$ cat config.mk
export PLATFORM = sky130hd
export DESIGN_NAME = round_robin_arbiter
export DESIGN_NICKNAME = d
export VERILOG_FILES = /design/src/rtl/round_robin_arbiter.sv
export SDC_FILE = /design/constraint.sdc
export NUM_CORES = 1
export LEC_CHECK = 0
export BUFFER_PORTS_ARGS = -buffer_cell sky130_fd_sc_hd__buf_4
export CAP_MARGIN = 20
export CORE_AREA = 2 2 39 41
export CTS_CLUSTER_DIAMETER = 60
export DETAILED_ROUTE_END_ITERATION = 16
export DIE_AREA = 0 0 41 43
export PLACE_DENSITY_LB_ADDON = 0.25
export RECOVER_POWER = 25
export SLEW_MARGIN = 40
export SYNTH_ARGS = -nofsm -noshare
export SYNTH_HDL_FRONTEND = slang
export SYNTH_SLANG_ARGS = --single-unit
$ cat constraint.sdc
create_clock -name clk -period 1.83 [get_ports clk]
set_input_delay 0.0915 -clock clk [delete_from_list [all_inputs] [get_ports clk]]
set_output_delay 0.0915 -clock clk [all_outputs]
set_load 0.02 [all_outputs]
$ cat src/rtl/round_robin_arbiter.sv
// round_robin_arbiter
//   Rotating-priority arbiter for NUM_REQ requesters (legal range 2..32).
//   A thermometer mask register marks the high-priority window (requesters
//   above the last winner). The lowest requester inside the window wins;
//   if nobody in the window is requesting, the lowest requester overall wins.
//   The grant is registered, so it appears one cycle after req is sampled.
//
// Ports:
//   clk       rising-edge clock
//   rst       synchronous active-high reset (grant -> 0, mask -> all ones)
//   req       request vector, bit i = requester i wants the resource
//   mask      current priority mask register (1 = in high-priority window)
//   grant     registered one-hot grant, or zero
//   NextMask  value the mask register loads at the next edge
//
// Build option:
//   RRA_HOLD_GRANT_EN  when defined, a granted requester keeps the grant
//                      (and the mask is frozen) until its req bit drops.
module round_robin_arbiter #(
  parameter int unsigned NUM_REQ = 4
) (
  input  logic               clk,
  input  logic               rst,
  input  logic [NUM_REQ-1:0] req,
  output logic [NUM_REQ-1:0] mask,
  output logic [NUM_REQ-1:0] grant,
  output logic [NUM_REQ-1:0] NextMask
);

  logic [NUM_REQ-1:0] masked_req;
  logic [NUM_REQ-1:0] masked_grant;
  logic [NUM_REQ-1:0] unmasked_grant;
  logic [NUM_REQ-1:0] arb_grant;
  logic [NUM_REQ-1:0] next_grant;
  logic [NUM_REQ-1:0] window;
  logic               masked_found;
  logic               unmasked_found;
  logic               seen;
  logic               hold;

`ifdef RRA_HOLD_GRANT_EN
  // Current winner still requesting: keep the grant and freeze rotation.
  assign hold = |(grant & req);
`else
  assign hold = 1'b0;
`endif

  always_comb begin
    masked_req     = req & mask;
    masked_grant   = '0;
    unmasked_grant = '0;
    masked_found   = 1'b0;
    unmasked_found = 1'b0;
    for (int unsigned i = 0; i < NUM_REQ; i++) begin
      if (!masked_found && masked_req[i]) begin
        masked_grant[i] = 1'b1;
        masked_found    = 1'b1;
      end
      if (!unmasked_found && req[i]) begin
        unmasked_grant[i] = 1'b1;
        unmasked_found    = 1'b1;
      end
    end
    arb_grant = masked_found ? masked_grant : unmasked_grant;

    // Thermometer window: every bit strictly above the winning bit.
    window = '0;
    seen   = 1'b0;
    for (int unsigned i = 0; i < NUM_REQ; i++) begin
      window[i] = seen;
      if (arb_grant[i]) begin
        seen = 1'b1;
      end
    end

    if (hold) begin
      next_grant = grant;
      NextMask   = mask;
    end else if (!unmasked_found) begin
      next_grant = '0;
      NextMask   = mask;
    end else begin
      next_grant = arb_grant;
      // Top requester won: the window above it is empty, so wrap to all ones.
      NextMask   = (window == '0) ? '1 : window;
    end
  end

  always_ff @(posedge clk) begin
    if (rst) begin
      grant <= '0;
      mask  <= '1;
    end else begin
      grant <= next_grant;
      mask  <= NextMask;
    end
  end

endmodule

==> flow_metrics.tcl, run 1 <==
set metrics [dict create \
    run_status "finished clean" \
    grt.total_usage_pct 13.1 \
    vias 385 \
    required_ps 1740 \
    final_area_um2 527 \
    ys_ff_latch 8 \
    synthesis.nets 46 \
    worst_slew_pin_slew_ps 341 \
    drc 0 \
    synthCells 40 \
    powerDensity_nw_per_um2 818 \
    setup_viol 0 \
    post-cts-setup-buffers 0 \
    hp-start "rst" \
    fin_crit_ps 1540 \
    crit_path_end_kind "output port" \
    dieArea_um2 1760 \
    setup_tns_ps 0 \
    num_antenna_cells 0 \
    place_area_um2 519 \
    cp.arrival_ps 1450 \
    cts_made_buffers 3 \
    grt_overflow_total 0 \
    clock_skew_ps 3.31 \
    critical_path_class "flip-flop to output port" \
    layout.nets 67 \
    yosysSeqAreaShare_pct 41.8 \
    clkTransAtPathRegs_ps 50 \
    fin_crit_sh_pct 84.3 \
    cts_root_buf "clkbuf_4" \
    grt_pass1_wl_mm 1.46 \
    first_pass_iters 5 \
    r2r_start "mask[3]" \
    holdPathEnd "grant[1]" \
    ctsResizeCount 0 \
    drv_slew 0 \
    crit_fanout 6 \
    hold_viol_final 0 \
    die_height_um 43 \
    holdPathStages 2 \
    synth_cell_types 23 \
    viasPerCell 5.13 \
    portBuffers 17 \
    leakage_uw 0.000212 \
    syn_avg_cell_area_um2 9.57 \
    drive_gt1_share_pct 33.9 \
    ir_drop_mv 0.359 \
    htree_num_levels 1 \
    drtIter0Drc 9 \
    grt_pass1_vias 323 \
    layout_commonest_cell "buf_4" \
    wirelength_um 945 \
    cap_viol_max_count 0 \
    start_util_pct 27.7 \
    clock.fmax_mhz 649 \
    core_um2 1380 \
    cts_sinks 8 \
    pin_count 18 \
    final_antenna_net_count 0 \
    cts_buffer_depth 2 \
    r2r_slack_ps 490 \
    rsz0062_at_grt "no" \
    wl_per_cell_um 12.6 \
    start_kind "flip-flop" \
    area_growth_pct 37.6 \
    detailed_place_hpwl_um 678 \
    worstHoldPathType "input port to flip-flop" \
    syn_area_um2 383 \
    reg2regPathDepth 4 \
    max_slew_margin_pct 77.1 \
    clk_latency_ps 260 \
    antenna_found_initial 0 \
    ys_warn_count 0 \
    die_w_um 41 \
    r2r_end "mask[1]" \
    rows 14 \
    gp_congestion 0.822 \
    mostFrequentLayoutCells "buf_4, dfxtp_1, nand2_1, clkbuf_1" \
    postCtsHoldBufs 0 \
    cts_tree "built" \
    grt_start_max_net_pins 9 \
]
-- cells by family after synthesis --
family / count (synthesis) / share of synthesized area, %
flip-flops: 8 / 41.8
buffers and inverters: 2 / 3.92
AND/OR/NAND/NOR: 20 / 32.4
AO/OA/AOI/OAI: 10 / 21.9
-- sequential cells by signal, summed over array words and instances (netlist names) --
| register | count |
|---|---|
| grant | 4 |
| mask | 4 |
-- where the power goes --
part           internal (uW)  switching [uW]  total, uW
sequential               185            8.38        193
combinational           42.7            57.1       99.8
clock                   75.2            62.7        138
total                    303             128        431
-- final cells by class --
class	count	area, um^2
multi-input cells	30	208
repair buffers	17	113
fillers	160	857
inverters	1	3.75
flip-flops and latches	8	160
clock buffers	3	22.5
well taps	16	20.0
-- how the worst max path moves through the flow --
stage / start / slack [ps] / to
floorplan: mask[3] / 420 / mask[1]
global placement: mask[3] / 460 / mask[1]
detailed placement: mask[3] / 510 / mask[1]
CTS: mask[3] / 280 / NextMask[1]
global route: mask[3] / 200 / NextMask[1]
finish: mask[3] / 290 / NextMask[1]
-- layer usage --
| metal | track usage (%) | wire length [um] | vias up |
|---|---|---|---|
| met1 | 16.2 | 418 | 179 |
| li1 | - | - | 190 |
| met4 | 14.0 | 44 | 0 |
| met2 | 16.6 | 429 | 12 |
| met5 | 0 | 0 | - |
| met3 | 3.14 | 52 | 4 |
-- worst max-delay path: stages, from the launching register on --
cell	delay [ps]
dfxtp_1	360
a211oi_2	270
a21oi_1	120
o221a_2	280
buf_4	160
-- per-stage QoR --
stage,cells,setup WS (ps),hold slack [ps],utilization (%),total power (uW)
2_1_floorplan,40,425,164,-,254
3_3_place_gp,72,456,325,37.5,301
3_5_place_dp,72,510,323,37.5,300
4_1_cts,75,282,56.6,39.2,436
5_1_grt,75,204,61.1,38.1,451
6_report,75,288,53.9,38.1,431
-- cells in the mapped netlist (all sizes together) --
| master | count | share of area (%) |
|---|---|---|
| a211oi | 2 | 5.2 |
| a21oi | 1 | 1.3 |
| a222oi | 1 | 2.6 |
| a22o | 1 | 2.3 |
| a22oi | 1 | 2.0 |
| buf | 1 | 2.9 |
| dfxtp | 8 | 42 |
| inv | 1 | 0.98 |
| nand2 | 4 | 3.9 |
| nand2b | 2 | 3.3 |
| nand3 | 1 | 1.3 |
| nand3b | 3 | 5.9 |
| nand4 | 1 | 1.6 |
| nor2 | 2 | 2.0 |
| nor3 | 3 | 3.9 |
| nor4 | 1 | 5.6 |
| o2111ai | 1 | 2.3 |
| o21a | 1 | 2.0 |
| o21ai | 1 | 1.3 |
| o221a | 1 | 2.9 |
| or2 | 3 | 4.9 |
Note: power is estimated with default switching activity, not from simulation.
==> run 2, diff against run 1 <==
==> constraint.sdc (replaced) <==
create_clock -name clk -period 1.31 [get_ports clk]
set_input_delay 0.0655 -clock clk [delete_from_list [all_inputs] [get_ports clk]]
set_output_delay 0.0655 -clock clk [all_outputs]
set_load 0.02 [all_outputs]
==> run 2 against run 1 <==
  * The run now ends with negative setup slack left
  * Register-to-register slack got worse by 640 ps
  * Clock skew rose by 3.6 ps
  * Die area did not move
  * Sequential power rose by 39%
  * Design area rose by 19%
  * Final cell count rose by 12%
  * Largest cell class unchanged
  * Wire length rose by 7.0%
  * Worst setup slack got worse by 460 ps
  * Critical path depth rose by 1
  * Combinational power rose by 83%
==> flow_metrics.tcl, run 2 (same netlist as run 1, synthesis figures left out) <==
set metrics [dict create \
    p_clk_share_pct 30.7 \
    run_status "complete, but fails checks" \
    drive_gt1_share_pct 50.0 \
    powerDensity_nw_per_um2 1040 \
    crit_path_end_kind "output port" \
    required_ps 1240 \
    layout.nets 75 \
    drtIter0Drc 9 \
    leakage_uw 0.000258 \
    worstHoldPathType "input port to flip-flop" \
    pwr-share-comb_pct 28.1 \
    cts_sinks 8 \
    die_w_um 41 \
    grt_start_max_net_pins 9 \
    violations "negative setup slack" \
    layout_commonest_cell "buf_4" \
    critical_path_cell_count 5 \
    crit_path_max_incr_delay_ps 360 \
    cp.arrival_ps 1420 \
    viasPerCell 5.18 \
    core_um2 1380 \
    ir_drop_mv 0.460 \
    cap_viol_max_count 0 \
    num-fill-cells 129 \
    drc 0 \
    htree_num_levels 1 \
    cts_tree "built" \
    p_sw_uw 188 \
    setup_viol 6 \
    cts_root_buf "clkbuf_4" \
    path_buf_inv 1 \
    reg2regPathDepth 7 \
    fin_crit_sh_pct 113 \
    max_slew_margin_pct 79.6 \
    num_antenna_cells 0 \
    cpLargestDelayFamily "compound AO/OA/AOI/OAI gates" \
    multi_input_area_um2 225 \
    top_regs "grant x4, mask x4" \
    seq_power_share_pct 41.2 \
    cts_buffer_depth 2 \
    dpl_worst_slack_ps 30.6 \
    grt_overflow_total 0 \
    clk_latency_ps 250 \
    crit_chain "a222oi_1 -> o21ai_1 -> nand4_1 -> nand2_1 -> buf_4" \
    detailed_place_hpwl_um 675 \
    fin_crit_ps 1480 \
    grt_pass1_vias 370 \
    gp_congestion 0.801 \
    portBuffers 17 \
    dieArea_um2 1760 \
    clock_skew_ps 6.87 \
    die_height_um 43 \
    first_pass_iters 4 \
    worst_slew_pin_slew_ps 307 \
    wirelength_mm 1.01 \
    start_util_pct 27.7 \
    clock.fmax_mhz 674 \
    critical_path_class "flip-flop to output port" \
    critPathSlowestCell "a222oi_1" \
    crit_fanout 6 \
    switching_share_pct 28.9 \
    fin_ws_ps -174 \
    cts_made_buffers 3 \
    drv_slew 0 \
    pin_count 18 \
    wl_per_cell_um 12.0 \
    grt.total_usage_pct 12.9 \
    final_util_pct 45.2 \
    rows 14 \
    clkTransAtPathRegs_ps 60 \
    vias 435 \
    final_antenna_net_count 0 \
    rsz0062_at_grt "yes" \
    area_growth_pct 63.4 \
    start_kind "flip-flop" \
    antenna_found_initial 0 \
    grt_pass1_wl_mm 1.48 \
    mostFrequentLayoutCells "buf_4, dfxtp_1, nand2_1, clkbuf_1" \
    hold_viol_final 0 \
    regArea_um2 166 \
    holdPathStages 2 \
    power.internal_uw 464 \
]
## run 2: cell count changes in the layout (fill, tap and decap cells not counted), moves of 2 or more
| cell | change |
|---|---|
| buf_4 | +7 |
| dfxtp_1 | -3 |
| buf_6 | +2 |
| dfxtp_2 | +2 |
## run 2: layout make-up
type	count	area share, %
multi-input combinational	30	36.0
timing repair buffer	25	29.4
sequential	8	26.6
clock buffer	4	4.20
tap	16	3.20
inverter	1	0.600
## run 2: layer usage
metal / global-route usage [%] / share of wire [%]
met3: 4.71 / 8.1
met2: 18.8 / 50
met1: 15.2 / 39
met4: 8.00 / 2.0
met5: 0 / 0
## run 2: repair_timing
item                                    4_1_cts  5_1_grt
resized for setup                             4        2
pin swaps                                     6        5
endpoints found under the setup margin        3        7
buffers inserted                              6        1
hold endpoints to repair                      0        0
hold buffers                                  0        0
## run 2: metrics by stage
step | instance area, um^2 | hold slack, ps | power, uW | cells | setup TNS (ps)
after floorplan | 389 | 138 | 353 | 40 | -23.4
after global placement | 533 | 297 | 420 | 73 | 0
after detailed placement | 533 | 289 | 420 | 73 | 0
after CTS | 619 | 17.1 | 652 | 83 | -501
after global routing | 626 | 20.8 | 689 | 84 | -985
final | 626 | 32.3 | 652 | 84 | -575
## run 2: worst register-to-register path: cells and delay by family, from the launching register on
| family | cells | cell delay [ps] |
|---|---|---|
| simple gates | 1 | 70 |
| compound gates | 2 | 490 |
| flops | 1 | 340 |
| buf+inv | 4 | 510 |
## run 2: power groups by stage
stage	logic, uW	clock network [uW]	registers [uW]
finish	183	200	269
global route	197	220	271
CTS	177	208	268
detailed placement	146	0	274
global placement	147	0	273
floorplan	63.7	0	290
## run 2: path summary, 6_finish.rpt
check | startpoint | slack, ps | endpoint
max reg2reg | mask[1] | -150 | grant[0]
min | rst | 30 | grant[0]
max | mask[1] | -170 | NextMask[0]
min reg2reg | mask[1] | 530 | grant[1]
==> run 3, diff against run 2 <==
--- a/config.mk
+++ b/config.mk
@@ -13,6 +13,7 @@
 export DIE_AREA = 0 0 41 43
 export PLACE_DENSITY_LB_ADDON = 0.25
 export RECOVER_POWER = 25
+export SKIP_LAST_GASP = 1
 export SLEW_MARGIN = 40
 export SYNTH_ARGS = -nofsm -noshare
 export SYNTH_HDL_FRONTEND = slang
==> constraint.sdc (replaced) <==
create_clock -name clk -period 1.2 [get_ports clk]
set_input_delay 0.06 -clock clk [delete_from_list [all_inputs] [get_ports clk]]
set_output_delay 0.06 -clock clk [all_outputs]
set_load 0.02 [all_outputs]
==> run 3 against run 2 <==
  * The flow still finishes with violations (negative setup slack)
  * Core utilization up 0.18 points
  * Wire length increased by 5.2%
  * Clock power up 15%
  * Sequential power increased by 7.8%
  * Power increased by 8.9%
  * Die area unchanged
  * Global-route usage is 1.1 points higher
  * Non-clock buffer count is 2 higher
  * First-iteration DRC count fell by 22%
  * Design area rose by 0.40%
==> flow_metrics.tcl, run 3 (same netlist as run 1, synthesis figures left out) <==
set metrics [dict create \
    final_antenna_net_count 0 \
    setup_viol 7 \
    cpLargestDelayFamily "compound AO/OA/AOI/OAI gates" \
    grt_start_max_net_pins 9 \
    drtIter0Drc 7 \
    first_pass_iters 4 \
    cap_viol_max_count 0 \
    pwr-share-comb_pct 26.6 \
    pin_count 18 \
    clock_skew_ps 3.73 \
    powerDensity_nw_per_um2 1130 \
    ir_drop_mv 0.427 \
    grt.total_usage_pct 14.0 \
    power.internal_uw 497 \
    top_regs "grant x4, mask x4" \
    antenna_found_initial 0 \
    die_w_um 41 \
    final_area_um2 628 \
    crit_chain "a211oi_2 -> a21oi_2 -> o221a_2 -> buf_4" \
    layout.nets 77 \
    mostFrequentLayoutCells "buf_4, dfxtp_1, nand2_1, clkbuf_1" \
    r2r_start "mask[3]" \
    crit_path_max_incr_delay_ps 350 \
    start_util_pct 27.7 \
    cts_made_buffers 3 \
    cts_tree "built" \
    place_area_um2 587 \
    path_buf_inv 1 \
    area_growth_pct 64.1 \
    core_um2 1380 \
    critical_path_class "flip-flop to output port" \
    vias 440 \
    fin_ws_ps -301 \
    cts_buffer_depth 2 \
    cts_root_buf "clkbuf_4" \
    switching_share_pct 29.9 \
    detailed_place_hpwl_um 762 \
    wl_per_cell_um 12.4 \
    htree_num_levels 1 \
    layout_commonest_cell "buf_4" \
    p_sw_uw 212 \
    drv_slew 0 \
    clkTransAtPathRegs_ps 60 \
    dieArea_um2 1760 \
    seq_power_share_pct 40.9 \
    p_clk_share_pct 32.5 \
    hp-start "rst" \
    worstHoldPathType "input port to flip-flop" \
    hold_viol_final 0 \
    leakage_uw 0.000264 \
    worst_slew_pin_slew_ps 266 \
    rsz0062_at_grt "yes" \
    max_slew_margin_pct 82.2 \
    clk_latency_ps 260 \
    crit_start "mask[3]" \
    crit_fanout 3 \
    num_antenna_cells 0 \
    grt_pass1_vias 389 \
    grt_overflow_total 0 \
    die_height_um 43 \
    start_kind "flip-flop" \
    portBuffers 17 \
    fin_crit_sh_pct 125 \
    critPathSlowestCell "dfxtp_4" \
    setup_tns_ps -1100 \
    clock.fmax_mhz 666 \
    crit_path_end_kind "output port" \
    run_status "complete, but fails checks" \
    cp.arrival_ps 1440 \
    violations "negative setup slack" \
    drive_gt1_share_pct 51.4 \
    rows 14 \
    required_ps 1140 \
    gp_congestion 0.841 \
    wirelength_mm 1.06 \
    fin_crit_ps 1500 \
    cts_sinks 8 \
    drc 0 \
    grt_pass1_wl_mm 1.67 \
    viasPerCell 5.12 \
]
-- run 3: final timing paths --
kind | end | slack, ps | cells past startpoint
worst min-delay path | grant[1] | 10 | 2
worst max register to register | mask[1] | -140 | 4
worst max-delay path | NextMask[1] | -300 | 4
worst min register to register | mask[0] | 540 | 2
-- run 3: metrics by stage --
stage	cells	utilization, %	setup WS, ps	hold slack, ps	power (uW)
final	86	45.4	-301	10.2	709
after global routing	86	45.4	-410	7.49	749
after CTS	84	44.6	-288	13.8	708
after detailed placement	80	42.4	-68.5	284	474
after global placement	80	42.4	-61.0	284	474
after floorplan	40	-	-133	132	386
-- run 3: timing repair --
action | in CTS | in global routing
buffers inserted | 0 | 2
gates resized for setup | 2 | 2
hold buffers | 0 | 0
setup endpoints to repair | 4 | 7
pin swaps | 0 | 6
gates cloned | 0 | 0
-- run 3: power by group through the flow --
stage                     registers (uW)  logic (uW)  clock network (uW)
final                                290         189                 231
after global routing                 292         203                 254
after detailed placement             296         179                   0
after floorplan                      316        70.2                   0
after global placement               296         179                   0
after CTS                            290         183                 235
-- run 3: cell type report --
type                            count  area [um^2]
Inverter                            1         3.75
Clock buffer                        4         26.3
Tap cell                           16         20.0
Multi-Input combinational cell     30          213
Timing Repair Buffer               27          199
Sequential cell                     8          166
Fill cell                         145          756
-- run 3: layer usage --
| layer | wire length, um | part of all wire [%] | global-route usage [%] | vias to the layer above |
|---|---|---|---|---|
| li1 | - | - | - | 213 |
| met1 | 454 | 43 | 17.8 | 205 |
| met2 | 500 | 47 | 20.3 | 20 |
| met3 | 98 | 9.2 | 5.76 | 2 |
| met4 | 10 | 0.94 | 5.33 | 0 |
| met5 | 0 | 0 | 0 | - |
